**src/rtl/bus_arbmux_pkg.sv**
```systemverilog
// ============================================================================
// Module      : bus_arbmux_pkg
// Description : Shared encodings and helpers for the bus multiplexer/arbiter.
// Revision    : 1.0 - initial release
// ============================================================================
`default_nettype none

package bus_arbmux_pkg;

    localparam logic        MODE_DIRECT = 1'b0;
    localparam logic        MODE_ARB    = 1'b1;
    localparam int unsigned MAX_SRC     = 64;

    typedef enum logic [1:0] {
        SEL_ZERO   = 2'd0,
        SEL_ONEHOT = 2'd1,
        SEL_MULTI  = 2'd2
    } sel_class_e;

    function automatic int unsigned idx_width(input int unsigned n);
        return (n <= 1) ? 1 : $clog2(n);
    endfunction

    // v & (v-1) clears the lowest set bit, so a zero result means at most one bit set.
    function automatic sel_class_e classify_sel(input logic [MAX_SRC-1:0] v);
        if (v == '0)
            return SEL_ZERO;
        else if ((v & (v - 1'b1)) == '0)
            return SEL_ONEHOT;
        else
            return SEL_MULTI;
    endfunction

endpackage

`default_nettype wire

```
**src/rtl/bus_arbmux_rr_arbiter.sv**
```systemverilog
// ============================================================================
// Module      : rr_arbiter
// Description : Combinational round-robin search starting at a given index.
// Revision    : 1.0 - initial release
// ============================================================================
`default_nettype none

module rr_arbiter #(
    parameter int N  = 4,
    parameter int IW = 2
) (
    input  logic [N-1:0]  req_i,
    input  logic [IW-1:0] start_i,
    output logic [N-1:0]  winner_o,
    output logic [IW-1:0] winner_idx_o
);

    localparam logic [2*N-1:0] C_ONE = {{(2*N-1){1'b0}}, 1'b1};

    logic [2*N-1:0] w_dbl;
    logic [2*N-1:0] w_mask;
    logic [2*N-1:0] w_masked;
    logic [2*N-1:0] w_lowest;

    // Upper copy catches requests below start_i, giving the wrap-around.
    assign w_dbl    = {req_i, req_i};
    assign w_mask   = ~((C_ONE << start_i) - C_ONE);
    assign w_masked = w_dbl & w_mask;
    assign w_lowest = w_masked & (~w_masked + C_ONE);
    assign winner_o = w_lowest[N-1:0] | w_lowest[2*N-1:N];

    always_comb begin
        winner_idx_o = '0;
        for (int i = 0; i < N; i++) begin
            if (winner_o[i])
                winner_idx_o = IW'(i);
        end
    end

endmodule

`default_nettype wire

```
**src/rtl/bus_arbmux.sv**
```systemverilog
// ============================================================================
// Module      : bus_arbmux
// Description : Registered bus mux with direct one-hot select or round-robin
//               arbitration with bounded locking, plus sticky conflict flag.
// Revision    : 1.0 - initial release
// ============================================================================
`default_nettype none

module bus_arbmux
    import bus_arbmux_pkg::*;
#(
    parameter int WIDTH       = 16,
    parameter int NSRC        = 10,
    parameter int DEFAULT_SRC = NSRC - 1,
    parameter int MAX_LOCK    = 8
) (
    input  logic                  clk_i,
    input  logic                  rst_i,
    input  logic                  mode_i,
    input  logic [NSRC-1:0]       sel_i,
    input  logic [NSRC-1:0]       req_i,
    input  logic [NSRC-1:0]       lock_i,
    input  logic [WIDTH*NSRC-1:0] src_data_i,
    input  logic                  clear_err_i,
    output logic [WIDTH-1:0]      bus_wires_o,
    output logic                  bus_valid_o,
    output logic [NSRC-1:0]       grant_o,
    output logic                  conflict_o
);

    localparam int IW = int'(idx_width(NSRC));
    localparam int LW = int'(idx_width(MAX_LOCK));

    logic [WIDTH-1:0] bus_q, bus_d;
    logic             valid_q, valid_d;
    logic [NSRC-1:0]  grant_q, grant_d;
    logic             conflict_q, conflict_d;
    logic [IW-1:0]    last_q, last_d;
    logic [LW-1:0]    lock_cnt_q, lock_cnt_d;

    logic [IW-1:0]    w_start;
    logic [NSRC-1:0]  w_arb_winner;
    logic [IW-1:0]    w_arb_idx;
    sel_class_e       w_sel_class;
    logic             w_lock_hold;
    logic [WIDTH-1:0] w_grant_data;

    assign w_start     = (last_q == IW'(NSRC - 1)) ? '0 : last_q + 1'b1;
    assign w_sel_class = classify_sel(MAX_SRC'(sel_i));
    assign w_lock_hold = (|(grant_q & req_i & lock_i)) && (lock_cnt_q < LW'(MAX_LOCK - 1));

    rr_arbiter #(
        .N  (NSRC),
        .IW (IW)
    ) u_arb (
        .req_i        (req_i),
        .start_i      (w_start),
        .winner_o     (w_arb_winner),
        .winner_idx_o (w_arb_idx)
    );

    // Lock counter is zeroed on every non-hold edge, which also covers mode changes.
    always_comb begin
        grant_d    = '0;
        last_d     = last_q;
        lock_cnt_d = '0;
        conflict_d = clear_err_i ? 1'b0 : conflict_q;
        if (mode_i == MODE_DIRECT) begin
            if (w_sel_class == SEL_ONEHOT)
                grant_d = sel_i;
            else if (w_sel_class == SEL_MULTI)
                conflict_d = 1'b1;
        end else if (w_lock_hold) begin
            grant_d    = grant_q;
            lock_cnt_d = lock_cnt_q + 1'b1;
        end else if (|req_i) begin
            grant_d = w_arb_winner;
            last_d  = w_arb_idx;
        end
    end

    always_comb begin
        w_grant_data = '0;
        for (int i = 0; i < NSRC; i++) begin
            if (grant_d[i])
                w_grant_data = w_grant_data | src_data_i[i*WIDTH +: WIDTH];
        end
    end

    always_comb begin
        valid_d = |grant_d;
        bus_d   = bus_q;
        if (mode_i == MODE_DIRECT && w_sel_class == SEL_MULTI)
            bus_d = src_data_i[DEFAULT_SRC*WIDTH +: WIDTH];
        else if (valid_d)
            bus_d = w_grant_data;
    end

    always_ff @(posedge clk_i or posedge rst_i) begin
        if (rst_i) begin
            bus_q      <= '0;
            valid_q    <= 1'b0;
            grant_q    <= '0;
            conflict_q <= 1'b0;
            last_q     <= IW'(NSRC - 1);
            lock_cnt_q <= '0;
        end else begin
            bus_q      <= bus_d;
            valid_q    <= valid_d;
            grant_q    <= grant_d;
            conflict_q <= conflict_d;
            last_q     <= last_d;
            lock_cnt_q <= lock_cnt_d;
        end
    end

    assign bus_wires_o = bus_q;
    assign bus_valid_o = valid_q;
    assign grant_o     = grant_q;
    assign conflict_o  = conflict_q;

endmodule

`default_nettype wire
```
**config.mk**
```make
export PLATFORM = sky130hd
export DESIGN_NAME = bus_arbmux
export DESIGN_NICKNAME = d
export VERILOG_FILES = /design/src/rtl/bus_arbmux_pkg.sv /design/src/rtl/bus_arbmux_rr_arbiter.sv /design/src/rtl/bus_arbmux.sv
export SDC_FILE = /design/constraint.sdc
export NUM_CORES = 1
export LEC_CHECK = 0
export BUFFER_PORTS_ARGS = -buffer_cell sky130_fd_sc_hd__clkbuf_2
export CORE_MARGIN = 5
export CORE_UTILIZATION = 46
export DETAILED_ROUTE_END_ITERATION = 7
export PLACE_DENSITY = 0.82
export REMOVE_ABC_BUFFERS = 1
export SYNTH_ARGS = -nofsm -noshare
export SYNTH_HDL_FRONTEND = slang
export SYNTH_SLANG_ARGS = --single-unit
```
**constraint.sdc**
```tcl
create_clock -name clk_i -period 5.05 [get_ports clk_i]
set_clock_uncertainty 0.2 [all_clocks]
set_input_delay 0.505 -clock clk_i [delete_from_list [all_inputs] [get_ports clk_i]]
set_output_delay 0.505 -clock clk_i [all_outputs]
set_load 0.005 [all_outputs]
```
==> results of run 1 <==
## cells in the final DEF (no fill, tap or decap), types with 4 or more instances in the layout
| master | instances |
|---|---|
| nand4b_1 | 4 |
| nor4_1 | 4 |
| mux2_2 | 8 |
| nand3_1 | 15 |
| and2b_1 | 4 |
| nand2_1 | 30 |
| o21ai_0 | 13 |
| o31ai_1 | 6 |
| and3_1 | 12 |
| inv_1 | 39 |
| o211ai_1 | 5 |
| and2_1 | 25 |
| dfrtp_1 | 33 |
| buf_4 | 13 |
| a21oi_1 | 8 |
| nor3_1 | 8 |
| clkbuf_2 | 221 |
| clkbuf_8 | 5 |
| a2111oi_0 | 15 |
| a31oi_1 | 6 |
| nor2_1 | 21 |
| or4_1 | 5 |
| o221a_2 | 14 |
| mux2_4 | 10 |
| o21ai_1 | 6 |
| nand4_1 | 18 |
| nor2b_1 | 16 |
| or2_2 | 4 |
| a222oi_1 | 16 |
| a22oi_1 | 33 |
| a21boi_0 | 17 |
## final timing paths
| check | start | endpoint | slack, ps |
|---|---|---|---|
| hold reg to reg | lock_cnt_q[0] | lock_cnt_q[0] | 290 |
| max in group asynchronous | rst_i | last_q[0] | 4210 |
| setup reg to reg | last_q[1] | bus_wires_o[12] | 350 |
| hold / removal | rst_i | bus_wires_o[7] | 100 |
| min in group clk_i | clear_err_i | conflict_o | 200 |
| setup / recovery | last_q[1] | bus_wires_o[12] | 350 |
## per-stage QoR
step | instance area, um^2 | hold slack, ps | instances
2_1_floorplan | 3900 | 245 | 465
3_5_place_dp | 5240 | 281 | 807
6_report | 5350 | 98.8 | 815
4_1_cts | 5350 | 119 | 815
3_3_place_gp | 5240 | 260 | 807
5_1_grt | 5350 | 148 | 815
## registers in the layout, indices dropped and copies added (netlist names)
register / cells
bus_wires_o: 16
conflict_o: 1
lock_cnt_q: 3
last_q: 4
grant_o: 10
bus_valid_o: 1
## worst max-delay path: cells and delay by family (launching register included)
kind	cells	cell delay (ps)
AO/OA/AOI/OAI	1	300
XOR/XNOR	1	230
adder cells (fa/ha/maj)	1	270
flip-flops	1	770
multiplexers	2	700
AND/OR/NAND/NOR	7	2110
## synthesized netlist by cell type, types with 6 or more instances
cell,number
a2111oi_0,15
nor2b_1,16
o21ai_1,6
and3_1,12
a21oi_1,8
buf_6,7
a21boi_0,17
a222oi_1,16
o221a_2,14
nor3_1,8
nand2_1,30
a22oi_1,33
a31oi_1,6
mux2_2,8
mux2_4,10
nor2_1,21
o31ai_1,6
and2_1,25
dfrtp_1,33
nand4_1,18
o21ai_0,13
clkbuf_1,14
buf_2,8
nand3_1,15
inv_1,39
## metal layers
metal / up-vias / part of all wire (%) / global-route usage (%)
li1: 2379 / - / -
met1: 2506 / 34 / 35.3
met2: 400 / 49 / 52.5
met3: 78 / 13 / 10.6
met4: 0 / 4.0 / 14.1
met5: - / 0 / 0
## power by group through the flow
| stage | Clock [uW] | Combinational [uW] | Sequential [uW] |
|---|---|---|---|
| finish | 252 | 1540 | 552 |
| global route | 271 | 1660 | 573 |
| CTS | 256 | 1520 | 547 |
| detailed placement | 0 | 1520 | 550 |
| global placement | 0 | 1480 | 545 |
| floorplan | 0 | 1010 | 522 |
## cells by family after synthesis
family,after synthesis
fa+ha+maj,3
flops,35
xor+xnor,3
simple gates,194
mux,18
buf+inv,73
compound gates,172
## area by class of cell
type | count | area [um^2]
fillers | 810 | 3370
multi-input cells | 390 | 2870
flip-flops and latches | 35 | 878
inverters | 40 | 153
clock buffers | 5 | 68.8
clock inverters | 3 | 43.8
well taps | 108 | 135
repair buffers | 234 | 1200
==> out/metrics.csv, run 1 <==
stage,metric,value,unit
outcome,run_status,"complete, no violations",
floorplanning,coreArea,8720,um^2
layout,num-nets-final,902,
global_routing,track_usage,31.0,%
sta,rsz0062_at_grt,no,
pwr,p_per_area,439,nW/um^2
worst_setup_path,worst_path_max_delay_cell,dfrtp_1,
synth,ys_seq_elements,35,
synth,synthArstFlopShare,100,%
synth,synth_area_leaders,"dfrtp_1 (20%), a22oi_1 (6.0%), a222oi_1 (3.9%), o221a_2 (3.8%), and2_1 (3.8%)",
layout,syn_to_final_growth,30.1,%
floorplanning,initial_core_util,47.1,%
synth,muxShareOfSynthArea,5.84,%
worst_setup_path,crit_path_end_kind,register,
drt,routed_wl,18100,um
drt,drc_errors,0,
worst_setup_path,slowest_delay,770,ps
clock_network,cts_max_path_buffers,2,
sta,slew_viol_final,0,
sta,slew_headroom,43.5,%
worst_hold_path,hp-class,in2async,
clock_network,htree_levels,2,
placement,preCtsSetupSlack,369,ps
pwr,p_sw_share,45.1,%
synth,synth_compound_area_share,34.0,%
clock_network,cts.clk_slew.worst_paths,70,ps
placement,hpwl,14200,um
drt,drtIter0Drc,608,
sta,worst-slew-pin-transition,847,ps
pwr,vdd_drop_max,0.272,mV
worst_setup_path,cpMostUsedCell,mux2_2,
worst_setup_path,worstRegToRegCells,12,
pwr,switchingPower,1060,uW
synth,syn_inst,498,
layout,num_antenna_cells,0,
clock_network,cts_sinks,35,
sta,setup-tns-final,0,ps
pwr,p_int,1290,uW
clock_network,hold_buffers,0,
layout,drive_gt1_share,42.0,%
drt,vias,5363,
pwr,cellLeakagePower,0.00269,uW
worst_setup_path,crit_required,5030,ps
run,maxCapViolations,0,
pwr,p_seq_share,23.5,%
drt,wl_per_cell,22.2,um
floorplanning,rows,34,
synth,synth_top_family_by_area,compound AO/OA/AOI/OAI gates,
clock_network,cts_tree,done,
worst_setup_path,worstPathArrival,4680,ps
drt,vias_per_cell,6.58,
synth,synthSimpleGateAreaFrac,28.4,%
sta,min_period_over_period,93.1,%
sta,fmaxAchievable,213,MHz
sta,fin_crit,4700,ps
pwr,pwr-share-clk,10.8,%
synth,synth_top_area_cell,dfrtp_1,
global_routing,grt_pass1_wl,27500,um
synth,synthAdderAreaFrac,0.852,%
pwr,power,2350,uW
floorplanning,die_h,105,um
drt,drtPass1Iterations,5,
pwr,pwr-share-comb,65.7,%
global_routing,grt_max_degree,36,
worst_setup_path,worstPathCellList,xor2_1 > or2_2 > ha_1 > nand2b_1 > mux2_2 > and4b_1 > and3_1 > o2111a_2 > or2_1 > or4b_4 > nor2_8 > mux2_2,
global_routing,antenna_found_initial,0,
worst_setup_path,criticalPathCategory,reg2reg,
placement,portBuffers,221,
synth,ys.flop_type,dfrtp_1,
global_routing,grt_pass1_vias,5533,
sta,fin_ws,346,ps
worst_setup_path,start_kind,register,
synth,synth_top_area_share,20.1,%
floorplanning,die_area,10900,um^2
clock_network,cts.repair.resized,0,
synth,ys_warn_count,0,
floorplanning,die_x,105,um
floorplanning,ios,222,
synth,synth_area_per_cell,8.26,um^2
synth,ys_types,84,
worst_setup_path,path_max_fanout,23,
synth,syn_area,4110,um^2
placement,gp_congestion,1.01,
layout,postLayoutCoreUtil,61.3,%
global_routing,grt_overflow,0,
clock_network,root_buffer,clkbuf_8,
synth,synth-edff-count,0,
synth,ys_seq_area_share,21.4,%
clock_network,post_cts_buffers,0,
sta,setup_viol,0,
drt,antenna_left,0,
clock_network,insertion_delay,290,ps
synth,synth_xor_area_share,0.639,%
sta,hold_viol,0,
clock_network,numCtsBuffers,5,
No activity file was read; power rests on OpenSTA's default activity.
==> run 2, diff against run 1 <==
CORE_ASPECT_RATIO = 0.8   (was unset)
==> out/metrics.csv, run 2 (same netlist as run 1, synthesis figures left out) <==
stage,metric,value,unit
clock_network,root_buffer,clkbuf_8,
layout,num_antenna_cells,0,
global_routing,grt_overflow,0,
floorplanning,initial_core_util,47.8,%
worst_setup_path,r2r-start,last_q[3],
worst_setup_path,r2r_slack,530,ps
worst_setup_path,cpMostUsedCell,mux2_2,
worst_setup_path,criticalPathCategory,reg2reg,
sta,fin_ws,531,ps
pwr,pwr-share-comb,67.8,%
worst_setup_path,crit_end,bus_wires_o[10],
layout,multi_input_area,2870,um^2
worst_setup_path,slowest_delay,730,ps
clock_network,numCtsBuffers,5,
clock_network,cts.clk_slew.worst_paths,70,ps
sta,worst-slew-pin-transition,816,ps
sta,hold_viol,0,
drt,routed_wl,18200,um
clock_network,htree_levels,2,
floorplanning,ios,222,
floorplanning,rows,30,
pwr,p_int,1250,uW
worst_setup_path,start_kind,register,
pwr,p_seq_share,23.3,%
pwr,vdd_drop_max,0.206,mV
placement,gp_congestion,0.989,
sta,fin_crit,4520,ps
pwr,p_sw_share,46.0,%
drt,wl_per_cell,22.3,um
worst_setup_path,crit_required,5010,ps
layout,syn_to_final_growth,29.4,%
clock_network,cts_sinks,35,
floorplanning,die_area,10900,um^2
pwr,switchingPower,1060,uW
drt,vias,5280,
clock_network,cts.repair.resized,0,
drt,drtPass1Iterations,5,
clock_network,hold_buffers,0,
global_routing,grt_max_degree,36,
layout,drive_gt1_share,41.8,%
global_routing,track_usage,31.4,%
run,maxCapViolations,0,
worst_setup_path,path_max_fanout,21,
sta,setup_viol,0,
layout,mostFrequentLayoutCell,clkbuf_2,
pwr,pwr-share-clk,8.8,%
worst_setup_path,crit_family,simple AND/OR/NAND/NOR gates,
sta,fmaxAchievable,221,MHz
worst_setup_path,worstRegToRegCells,12,
drt,antenna_left,0,
sta,setup-tns-final,0,ps
drt,drtIter0Drc,560,
clock_network,cts_tree,done,
global_routing,grt_pass1_vias,5030,
worst_setup_path,critical_path_buf_inv_count,0,
clock_network,cts_max_path_buffers,2,
worst_hold_path,hp-class,in2async,
layout,fillers,783,
drt,vias_per_cell,6.46,
drt,drc_errors,0,
worst_setup_path,crit_start,last_q[3],
pwr,cellLeakagePower,0.00268,uW
placement,hpwl,14600,um
global_routing,antenna_found_initial,0,
global_routing,grt_pass1_wl,27000,um
clock_network,insertion_delay,280,ps
sta,rsz0062_at_grt,no,
outcome,run_status,"complete, no violations",
sta,slew_headroom,45.6,%
worst_setup_path,worst_path_max_delay_cell,dfstp_2,
placement,portBuffers,221,
sta,fin_hold_ws,94.3,ps
worst_setup_path,r2r_end,bus_wires_o[10],
layout,largest_reg_flops,16,
layout,mostFrequentLayoutCells,"clkbuf_2 (221), inv_1 (39), a22oi_1 (33), dfrtp_1 (33), nand2_1 (30)",
layout,num-nets-final,901,
placement,preCtsSetupSlack,588,ps
worst_setup_path,worstPathCellList,nand2_1 > or2_2 > ha_1 > nand2b_1 > mux2_2 > and4b_1 > and3_1 > o2111a_2 > or2_1 > or4b_4 > nor2_8 > mux2_2,
floorplanning,coreArea,8600,um^2
floorplanning,die_h,94.6,um
worst_setup_path,worstPathArrival,4480,ps
layout,ff_latch_area,878,um^2
pwr,p_per_area,434,nW/um^2
worst_setup_path,crit_path_end_kind,register,
floorplanning,die_x,116,um
sta,slew_viol_final,0,
sta,min_period_over_period,89.5,%
clock_network,post_cts_buffers,0,
worst_setup_path,cp.depth,12,
run 2: cell type report:
cell class | count | share of cell area, %
Clock buffer | 6 | 1.55
Clock inverter | 1 | 0.0941
Inverter | 40 | 2.87
Multi-Input combinational cell | 390 | 53.9
Sequential cell | 35 | 16.5
Tap cell | 112 | 2.63
Timing Repair Buffer | 233 | 22.5
run 2: worst min-delay path by stage:
stage	startpoint	to	slack, ps
6_report	rst_i	bus_wires_o[4]	90
3_5_place_dp	lock_cnt_q[0]	lock_cnt_q[0]	270
5_1_grt	rst_i	bus_wires_o[4]	130
3_3_place_gp	lock_cnt_q[0]	lock_cnt_q[0]	260
4_1_cts	rst_i	bus_wires_o[4]	100
2_1_floorplan	lock_cnt_q[0]	lock_cnt_q[0]	250
run 2: metrics by stage:
step | utilization (%) | cells | instance area, um^2 | total power [uW]
2_1_floorplan | - | 465 | 3900 | 1540
3_3_place_gp | 60.9 | 810 | 5230 | 2050
3_5_place_dp | 60.9 | 810 | 5230 | 2070
4_1_cts | 61.9 | 817 | 5320 | 2280
5_1_grt | 61.9 | 817 | 5320 | 2470
6_report | 61.9 | 817 | 5320 | 2310
run 2: layer usage:
| layer | global-route usage (%) | vias up | part of all wire, % |
|---|---|---|---|
| li1 | - | 2369 | - |
| met1 | 46.0 | 2512 | 42 |
| met2 | 47.9 | 357 | 45 |
| met3 | 5.32 | 42 | 11 |
| met4 | 8.31 | 0 | 2.5 |
| met5 | 0 | - | 0 |
run 2: power groups by stage:
stage                     sequential, uW  clock (uW)  combinational [uW]
after global routing                 551         222                1690
after detailed placement             534           0                1540
after CTS                            532         208                1540
after global placement               530           0                1520
final                                539         204                1570
after floorplan                      522           0                1010
run 2: tightest hold or removal path: stages:
cell      delay (ps)
clkbuf_2          80
inv_1             40
buf_4            390
